===== src/rtl/snn_pkg.sv =====
// Shared types and defaults for the SNN layer timestep sequencer.
package snn_pkg;

  typedef enum logic [2:0] {
    IDLE    = 3'd0,
    SHIFT   = 3'd1,
    WAIT    = 3'd2,
    FIRE    = 3'd3,
    CAPTURE = 3'd4,
    OUT     = 3'd5
  } state_e;

  localparam int unsigned SETTLE_DEFAULT = 2;
  localparam int unsigned CNTW_DEFAULT   = 16;
  // Wide enough for SETTLE-1 with SETTLE up to 15.
  localparam int unsigned TIMER_W        = 4;

endpackage


===== src/rtl/snn_pulse_timer.sv =====
// Loadable down-counter with a zero flag; times the settle gap after delay_clk.
module snn_pulse_timer
  import snn_pkg::*;
#(
  parameter int unsigned W = TIMER_W
) (
  input  logic         clk,
  input  logic         reset,
  input  logic         load_i,
  input  logic [W-1:0] value_i,
  input  logic         dec_i,
  output logic         done_c
);

  logic [W-1:0] count_q, count_d;

  // Load wins over decrement; the counter parks at zero.
  always_comb begin
    count_d = count_q;
    if (load_i) begin
      count_d = value_i;
    end else if (dec_i && (count_q != '0)) begin
      count_d = count_q - W'(1);
    end
  end

  always_ff @(posedge clk) begin
    if (reset) begin
      count_q <= '0;
    end else begin
      count_q <= count_d;
    end
  end

  assign done_c = (count_q == '0);

endmodule


===== src/rtl/snn_layer_step_sequencer.sv =====
// Runs one SNN timestep: latch spikes, pulse delay_clk, settle, pulse enable,
// capture the layer result and hold it on a valid/ready output channel.
module snn_layer_step_sequencer
  import snn_pkg::*;
#(
  parameter int unsigned M      = 2,
  parameter int unsigned N      = 4,
  parameter int unsigned Nbits  = 4,
  parameter int unsigned SETTLE = SETTLE_DEFAULT,
  parameter int unsigned CNTW   = CNTW_DEFAULT
) (
  input  logic                clk,
  input  logic                reset,
  input  logic                in_valid,
  output logic                in_ready,
  input  logic [M-1:0]        in_spikes,
  output logic                out_valid,
  input  logic                out_ready,
  output logic [N-1:0]        out_spikes,
  output logic [N*Nbits-1:0]  out_potentials,
  output logic [M-1:0]        layer_input_spikes,
  output logic                layer_delay_clk,
  output logic                layer_enable,
  input  logic [N-1:0]        layer_output_spikes,
  input  logic [N*Nbits-1:0]  layer_membrane,
  output logic                busy,
  output logic [CNTW-1:0]     step_count
);

  localparam int unsigned PW = N * Nbits;

  state_e          state_q, state_d;
  logic            in_ready_q, in_ready_d;
  logic            busy_q, busy_d;
  logic            out_valid_q, out_valid_d;
  logic [N-1:0]    out_spikes_q, out_spikes_d;
  logic [PW-1:0]   out_pot_q, out_pot_d;
  logic [M-1:0]    lin_q, lin_d;
  logic            dclk_q, dclk_d;
  logic            en_q, en_d;
  logic [CNTW-1:0] step_q, step_d;

  logic            timer_load;
  logic            timer_dec;
  logic            timer_done;

  snn_pulse_timer #(
    .W (TIMER_W)
  ) u_settle (
    .clk     (clk),
    .reset   (reset),
    .load_i  (timer_load),
    .value_i (TIMER_W'(SETTLE - 1)),
    .dec_i   (timer_dec),
    .done_c  (timer_done)
  );

  // Outputs are computed one state ahead so the pulses line up with their
  // states.
  always_comb begin
    state_d      = state_q;
    out_valid_d  = out_valid_q;
    out_spikes_d = out_spikes_q;
    out_pot_d    = out_pot_q;
    lin_d        = lin_q;
    step_d       = step_q;
    dclk_d       = 1'b0;
    en_d         = 1'b0;
    timer_load   = 1'b0;
    timer_dec    = 1'b0;

    case (state_q)
      IDLE: begin
        if (in_valid && in_ready_q) begin
          lin_d   = in_spikes;
          dclk_d  = 1'b1;
          state_d = SHIFT;
        end
      end
      SHIFT: begin
        timer_load = 1'b1;
        state_d    = WAIT;
      end
      WAIT: begin
        if (timer_done) begin
          en_d    = 1'b1;
          state_d = FIRE;
        end else begin
          timer_dec = 1'b1;
        end
      end
      FIRE: begin
        state_d = CAPTURE;
      end
      CAPTURE: begin
        // Layer state has absorbed the enable edge by now.
        out_spikes_d = layer_output_spikes;
        out_pot_d    = layer_membrane;
        out_valid_d  = 1'b1;
        state_d      = OUT;
      end
      OUT: begin
        if (out_ready) begin
          out_valid_d = 1'b0;
          step_d      = step_q + CNTW'(1);
          state_d     = IDLE;
        end
      end
      default: begin
        state_d = IDLE;
      end
    endcase

    in_ready_d = (state_d == IDLE);
    busy_d     = (state_d != IDLE);
  end

  always_ff @(posedge clk) begin
    if (reset) begin
      state_q      <= IDLE;
      in_ready_q   <= 1'b1;
      busy_q       <= 1'b0;
      out_valid_q  <= 1'b0;
      out_spikes_q <= '0;
      out_pot_q    <= '0;
      lin_q        <= '0;
      dclk_q       <= 1'b0;
      en_q         <= 1'b0;
      step_q       <= '0;
    end else begin
      state_q      <= state_d;
      in_ready_q   <= in_ready_d;
      busy_q       <= busy_d;
      out_valid_q  <= out_valid_d;
      out_spikes_q <= out_spikes_d;
      out_pot_q    <= out_pot_d;
      lin_q        <= lin_d;
      dclk_q       <= dclk_d;
      en_q         <= en_d;
      step_q       <= step_d;
    end
  end

  assign in_ready           = in_ready_q;
  assign busy               = busy_q;
  assign out_valid          = out_valid_q;
  assign out_spikes         = out_spikes_q;
  assign out_potentials     = out_pot_q;
  assign layer_input_spikes = lin_q;
  assign layer_delay_clk    = dclk_q;
  assign layer_enable       = en_q;
  assign step_count         = step_q;

endmodule


===== config.mk =====
export PLATFORM = sky130hd
export DESIGN_NAME = snn_layer_step_sequencer
export DESIGN_NICKNAME = d
export VERILOG_FILES = /design/src/rtl/snn_pkg.sv /design/src/rtl/snn_pulse_timer.sv /design/src/rtl/snn_layer_step_sequencer.sv
export SDC_FILE = /design/constraint.sdc
export NUM_CORES = 1
export LEC_CHECK = 0
export CORE_ASPECT_RATIO = 0.7
export CORE_MARGIN = 5
export CORE_UTILIZATION = 40
export CTS_CLUSTER_DIAMETER = 50
export DETAILED_ROUTE_END_ITERATION = 10
export HOLD_SLACK_MARGIN = 0.12
export PLACE_DENSITY = 0.78
export SLEW_MARGIN = 20
export SYNTH_ARGS = -nofsm -noshare
export SYNTH_HDL_FRONTEND = slang
export SYNTH_SLANG_ARGS = --single-unit

===== constraint.sdc =====
create_clock -name clk -period 4.42 [get_ports clk]
set_input_delay 0.884 -clock clk [delete_from_list [all_inputs] [get_ports clk]]
set_output_delay 0.884 -clock clk [all_outputs]
set_load 0.005 [all_outputs]

# Word-level counts from Yosys, hierarchy flattened

Cells that the tools add are included.

Muxes and demuxes: 13
Divide/modulo/power cells: 0
Order comparisons: 0
Multipliers: 0
Shift operators: 0
Add/sub/neg operators: 2
Reductions and logical operators: 15
Eq/ne operators: 6
Bitwise gates (word level): 2

Operators by type and width:

| kind                                             | number |
|---|---|
| one-hot mux 3 bit (6 select lines)               | 1 |
| adder 16 x 1 -> 16 bit, second input constant    | 1 |
| 2-to-1 mux 3 bit                                 | 3 |
| 2-to-1 mux 1 bit                                 | 8 |
| == test 3 x 2 -> 1 bit, second input constant    | 2 |
| == test 3 bit, second input constant             | 2 |
| zero test 3 bit                                  | 2 |
| AND reduction 2 bit                              | 3 |
| OR reduction 2 bit                               | 3 |
| zero test 4 bit                                  | 1 |
| nonzero test 2 bit                               | 2 |
| nonzero test 4 bit                               | 1 |
| subtractor 4 x 1 -> 4 bit, second input constant | 1 |
| == test 3 x 1 -> 1 bit, second input constant    | 1 |
| nonzero test 3 bit                               | 1 |
| logical AND 1 bit                                | 2 |
| inequality test 2 bit, second input constant     | 1 |
| NOT 1 bit                                        | 2 |
| one-hot mux 1 bit (2 select lines)               | 1 |

Output and inout bits: 43
Flip-flop bits (word level): 50
ROM bits: 0
Memories kept: 0
Bits in latches: 0
Word-level logic and storage cells: 50
RAM bits: 0

# Logic depth before layout (Yosys ltp)

Word-level depth: 6
Gate-level depth with buffers: 6
Gate-level depth less buffers: 6

# Modules after synthesis

From an unflattened synthesis, not the netlist that was laid out.

Cell total of the unflattened synthesis: 248
Area total of the unflattened synthesis: 2099.5 um2

Modules (own cells, without submodules):

| module                   | instances | area each (um2) | cells each |
|---|---|---|---|
| snn_layer_step_sequencer | 1         | 1836.8          | 219 |
| snn_pulse_timer          | 1         | 262.8           | 29 |

# Least setup slack after synthesis

Ideal clock, no wire load.

Kind: input -> register
Start point: input out_ready
End point: register step_q[15] (netlist: step_count[15])
Required time: 4.350 ns
Library setup time: 0.070 ns
Arrival time: 1.995 ns
Setup slack: 2.355 ns
Path buffers: 0
Stages on the path: 4
Cell sequence: nand4b_4 or3_4 or4_1 a21oi_1

Cells in the longest elaborated chain, start to end: 1

RTL lines:

| item                                 | RTL line                        | RTL |
|---|---|---|
| start, declared                      | snn_layer_step_sequencer.sv:18  | `input logic out_ready,` |
| AND reduction 2 bit (no source line) | -                               |  |
| end signal, assigned                 | snn_layer_step_sequencer.sv:140 | `step_q <= step_d;` |
| end, declared                        | snn_layer_step_sequencer.sv:41  | `logic [CNTW-1:0] step_q, step_d;` |

Every way passes these cells.
A chain may end at the register's enable or synchronous reset.

# Worst setup path in the final report

Ends and elaborated chain as after synthesis.

==> run_results.csv <==
group,metric,value,unit
sta,tightest_slew,548,ps
yosys,ys_seq_area_share,50.4,%
clock_network,cts.htree.levels,2,
setup_path,max_stage_delay,520,ps
sta,clock.fmax,397,MHz
pwr,internal_power,0.785,mW
die,fp.dieW,94.2,microns
yosys,avgSynthCellArea,8.49,sq um
clock_network,cts_tree,"done",
finish,final-instance-count-excl-fill,368,
setup_path,path_class,"in -> reg",
sta,fin_skew,4.99,ps
finish,nets,326,
pwr,total_power,1.06,mW
clock_network,root_buffer,"clkbuf_8",
yosys,synth_seq_cells,50,
sta,period_minus_slack,2520,ps
yosys,yosysWarnings,0,
setup_path,cp.required,4650,ps
pwr,pwr-share-comb,20.3,%
pwr,p_clk_share,29.5,%
grt,grt_use_total,14.9,%
finish,post-route-util,58.5,%
pwr,pwr-share-seq,50.2,%
clock_network,cts_made_buffers,5,
clock_network,clkSinkCount,50,
clock_network,cts_buffer_depth,2,
setup_path,crit_arrival,2750,ps
yosys,synth_fp_nets,262,
setup_path,cp-end-kind,"register",
pwr,cellPowerDensity,378,nW/um^2
grt,grt_overflow_total,0,
sta,rsz0062_at_grt,"false",
die,die_area,6500,sq um
route,wl_per_cell,12.3,microns
setup_path,path_buf_inv,1,
finish,layout-drive-gt1-share,5.02,%
die,coreArea,4810,sq um
pwr,switchingPower,0.279,mW
placement,routabilityCongestion,0.758,
run_status,status,"completed",
yosys,syn_inst,234,
hold_path,hold_path.class,"reg -> reg",
die,die_h,69.0,microns
route,via_count,1755,
pwr,netSwitchingFraction,26.2,%
clock_network,holdBufCountCts,0,
setup_path,crit_family,"simple AND/OR/NAND/NOR gates",
setup_path,critPathSlowestCell,"clkdlybuf4s50_1",
setup_path,regToRegSetupSlack,2400,ps
placement,io_buffer_count,68,
clock_network,cts.clk_slew.worst_paths,90,ps
die,ios,69,
die,initial_core_util,41.3,%
setup_path,cp_max_fo,15,
setup_path,start_kind,"input pin",
job,drv_cap,0,
route,routed_wl,4510,microns
setup_path,path_cells,"clkdlybuf4s50_1, nand4b_4, or3_4, or4_1, a21oi_1",
grt,grt_pass1_wl,7450,microns
route,drtIter0Drc,53,
yosys,synth_cell_types,35,
yosys,syn_area,1990,sq um
sta,setup_viol,0,
placement,hpwl,3320,microns
placement,dp.cells,360,
route,drc,0,
finish,diodes,0,
clock_network,cts_setup_buffers,0,
pwr,irDropWorstVdd,0.223,mV
route,first_pass_iters,4,
sta,fin_setup_tns,0,ps
die,row_count,21,
clock_network,clk-insertion-delay-late,300,ps
sta,finalHoldViolCount,0,
grt,grt_max_degree,31,
route,via_per_inst,4.77,
route,final_antenna_net_count,0,
yosys,synth_edf_count,0,
finish,area_growth_syn_to_layout,41.6,%
sta,finalCritPeriodShare,57.0,%
sta,relSlewSlack,63.4,%
sta,drv_slew,0,
yosys,synthArstFlopShare,0,%
pwr,p_leak,0.945,nW
grt,grt_pass1_vias,1635,
clock_network,cts_resized,0,
grt,antenna_found_initial,0,
yosys,ys.flop_type,"dfxtp_1",
==> path summary, 6_finish.rpt <==
path	cells past startpoint	endpoint	startpoint
worst min-delay path	2	out_potentials[12]	out_potentials[12]
worst max-delay path	5	step_count[15]	out_ready
worst max register to register	4	step_count[15]	state_q[0]
worst min register to register	2	out_potentials[12]	out_potentials[12]
==> power groups by stage <==
stage | combinational (mW) | sequential (mW) | clock, mW
after floorplan | 0.148 | 0.524 | 0
after detailed placement | 0.219 | 0.545 | 0
after global routing | 0.243 | 0.542 | 0.345
final | 0.216 | 0.534 | 0.314
after CTS | 0.220 | 0.535 | 0.322
after global placement | 0.215 | 0.544 | 0
==> sequential cells by signal (all words and copies together) (netlist names) <==
signal / cells
in_ready: 1
layer_delay_clk: 1
busy: 1
state_q: 3
layer_enable: 1
u_settle.count_q: 4
step_count: 16
out_potentials: 16
out_valid: 1
out_spikes: 4
layer_input_spikes: 2
==> metrics by stage <==
step           area (sq um)  setup WS (ps)  hold slack [ps]
6_report               2810           1900              456
5_1_grt                2810           1830              485
4_1_cts                2820           1890              460
3_5_place_dp           2710           1580              448
3_3_place_gp           2710           1600              441
2_1_floorplan          1990           2350              453
==> worst min-delay path: cells and delay by family (launching register included) <==
family | cells | cell delay (ps)
AND/OR/NAND/NOR | 1 | 50
flip-flops | 1 | 320
AO/OA/AOI/OAI | 1 | 50
==> cells in the mapped netlist (all sizes together), types with 4 or more instances <==
cell type / instances / share of area (%)
or3: 9 / 3.1
dfxtp: 50 / 50
nand2: 49 / 9.3
nor2: 18 / 3.4
nand3: 8 / 2.0
a21oi: 31 / 7.8
inv: 5 / 0.94
clkbuf: 10 / 1.9
nor4: 4 / 1.3
xnor2: 9 / 4.0
o21ai: 6 / 1.5
nor3: 4 / 1.0
==> layer usage <==
layer	wire, microns	track usage, %
met5	0	0
met4	67	5.95
met3	390	6.72
met2	1970	23.2
met1	2080	18.0
==> kinds of logic after synthesis <==
| logic type | synth area share (%) |
|---|---|
| AOI/OAI and AO/OA | 11.7 |
| and+or+nand+nor | 26.8 |
| DFF | 50.4 |
| xor gates and xnor gates | 5.29 |
| adders and majority gates | 1.26 |
| muxes | 0.504 |
| buffers and inverters | 4.03 |
==> layout make-up <==
type	count	area [sq um]
Clock buffer	7	76.3
Clock inverter	1	30.0
Fill cell	435	1990
Inverter	5	18.8
Multi-Input combinational cell	166	911
Sequential cell	50	1000
Tap cell	69	86.3
Timing Repair Buffer	70	691
==> cells in the final DEF, fill, tap and decap left out <==
master           Yosys  routed
buf_2                1       1
inv_1                5       5
clkdlybuf4s50_1      0      67
or3_1                8       8
or3_4                1       1
buf_4                1       2
and4b_1              1       1
o31ai_1              1       1
bufinv_16            0       1
ha_1                 2       2
mux2i_1              1       1
nand2_1             49      49
clkbuf_8             0       5
nand4b_1             1       1
nand4b_4             1       1
o22a_1               1       1
and4_1               1       1
clkbuf_1            10       2
a21o_1               1       1
nand4_1              3       3
or4_1                1       1
xor2_1               3       3
nor3b_1              2       1
nor2_1              18      18
a211oi_1             1       1
dfxtp_1             50      50
xnor2_1              9       9
and2_1               2       2
nor3b_2              0       1
a21bo_2              1       1
a21oi_1             31      31
nor4_1               4       4
o21ai_0              6       6
nand3_1              8       8
nand2b_1             2       2
a31oi_1              1       1
nor3_1               4       4
or3b_2               2       2
No activity file was read; power rests on OpenSTA's default activity.
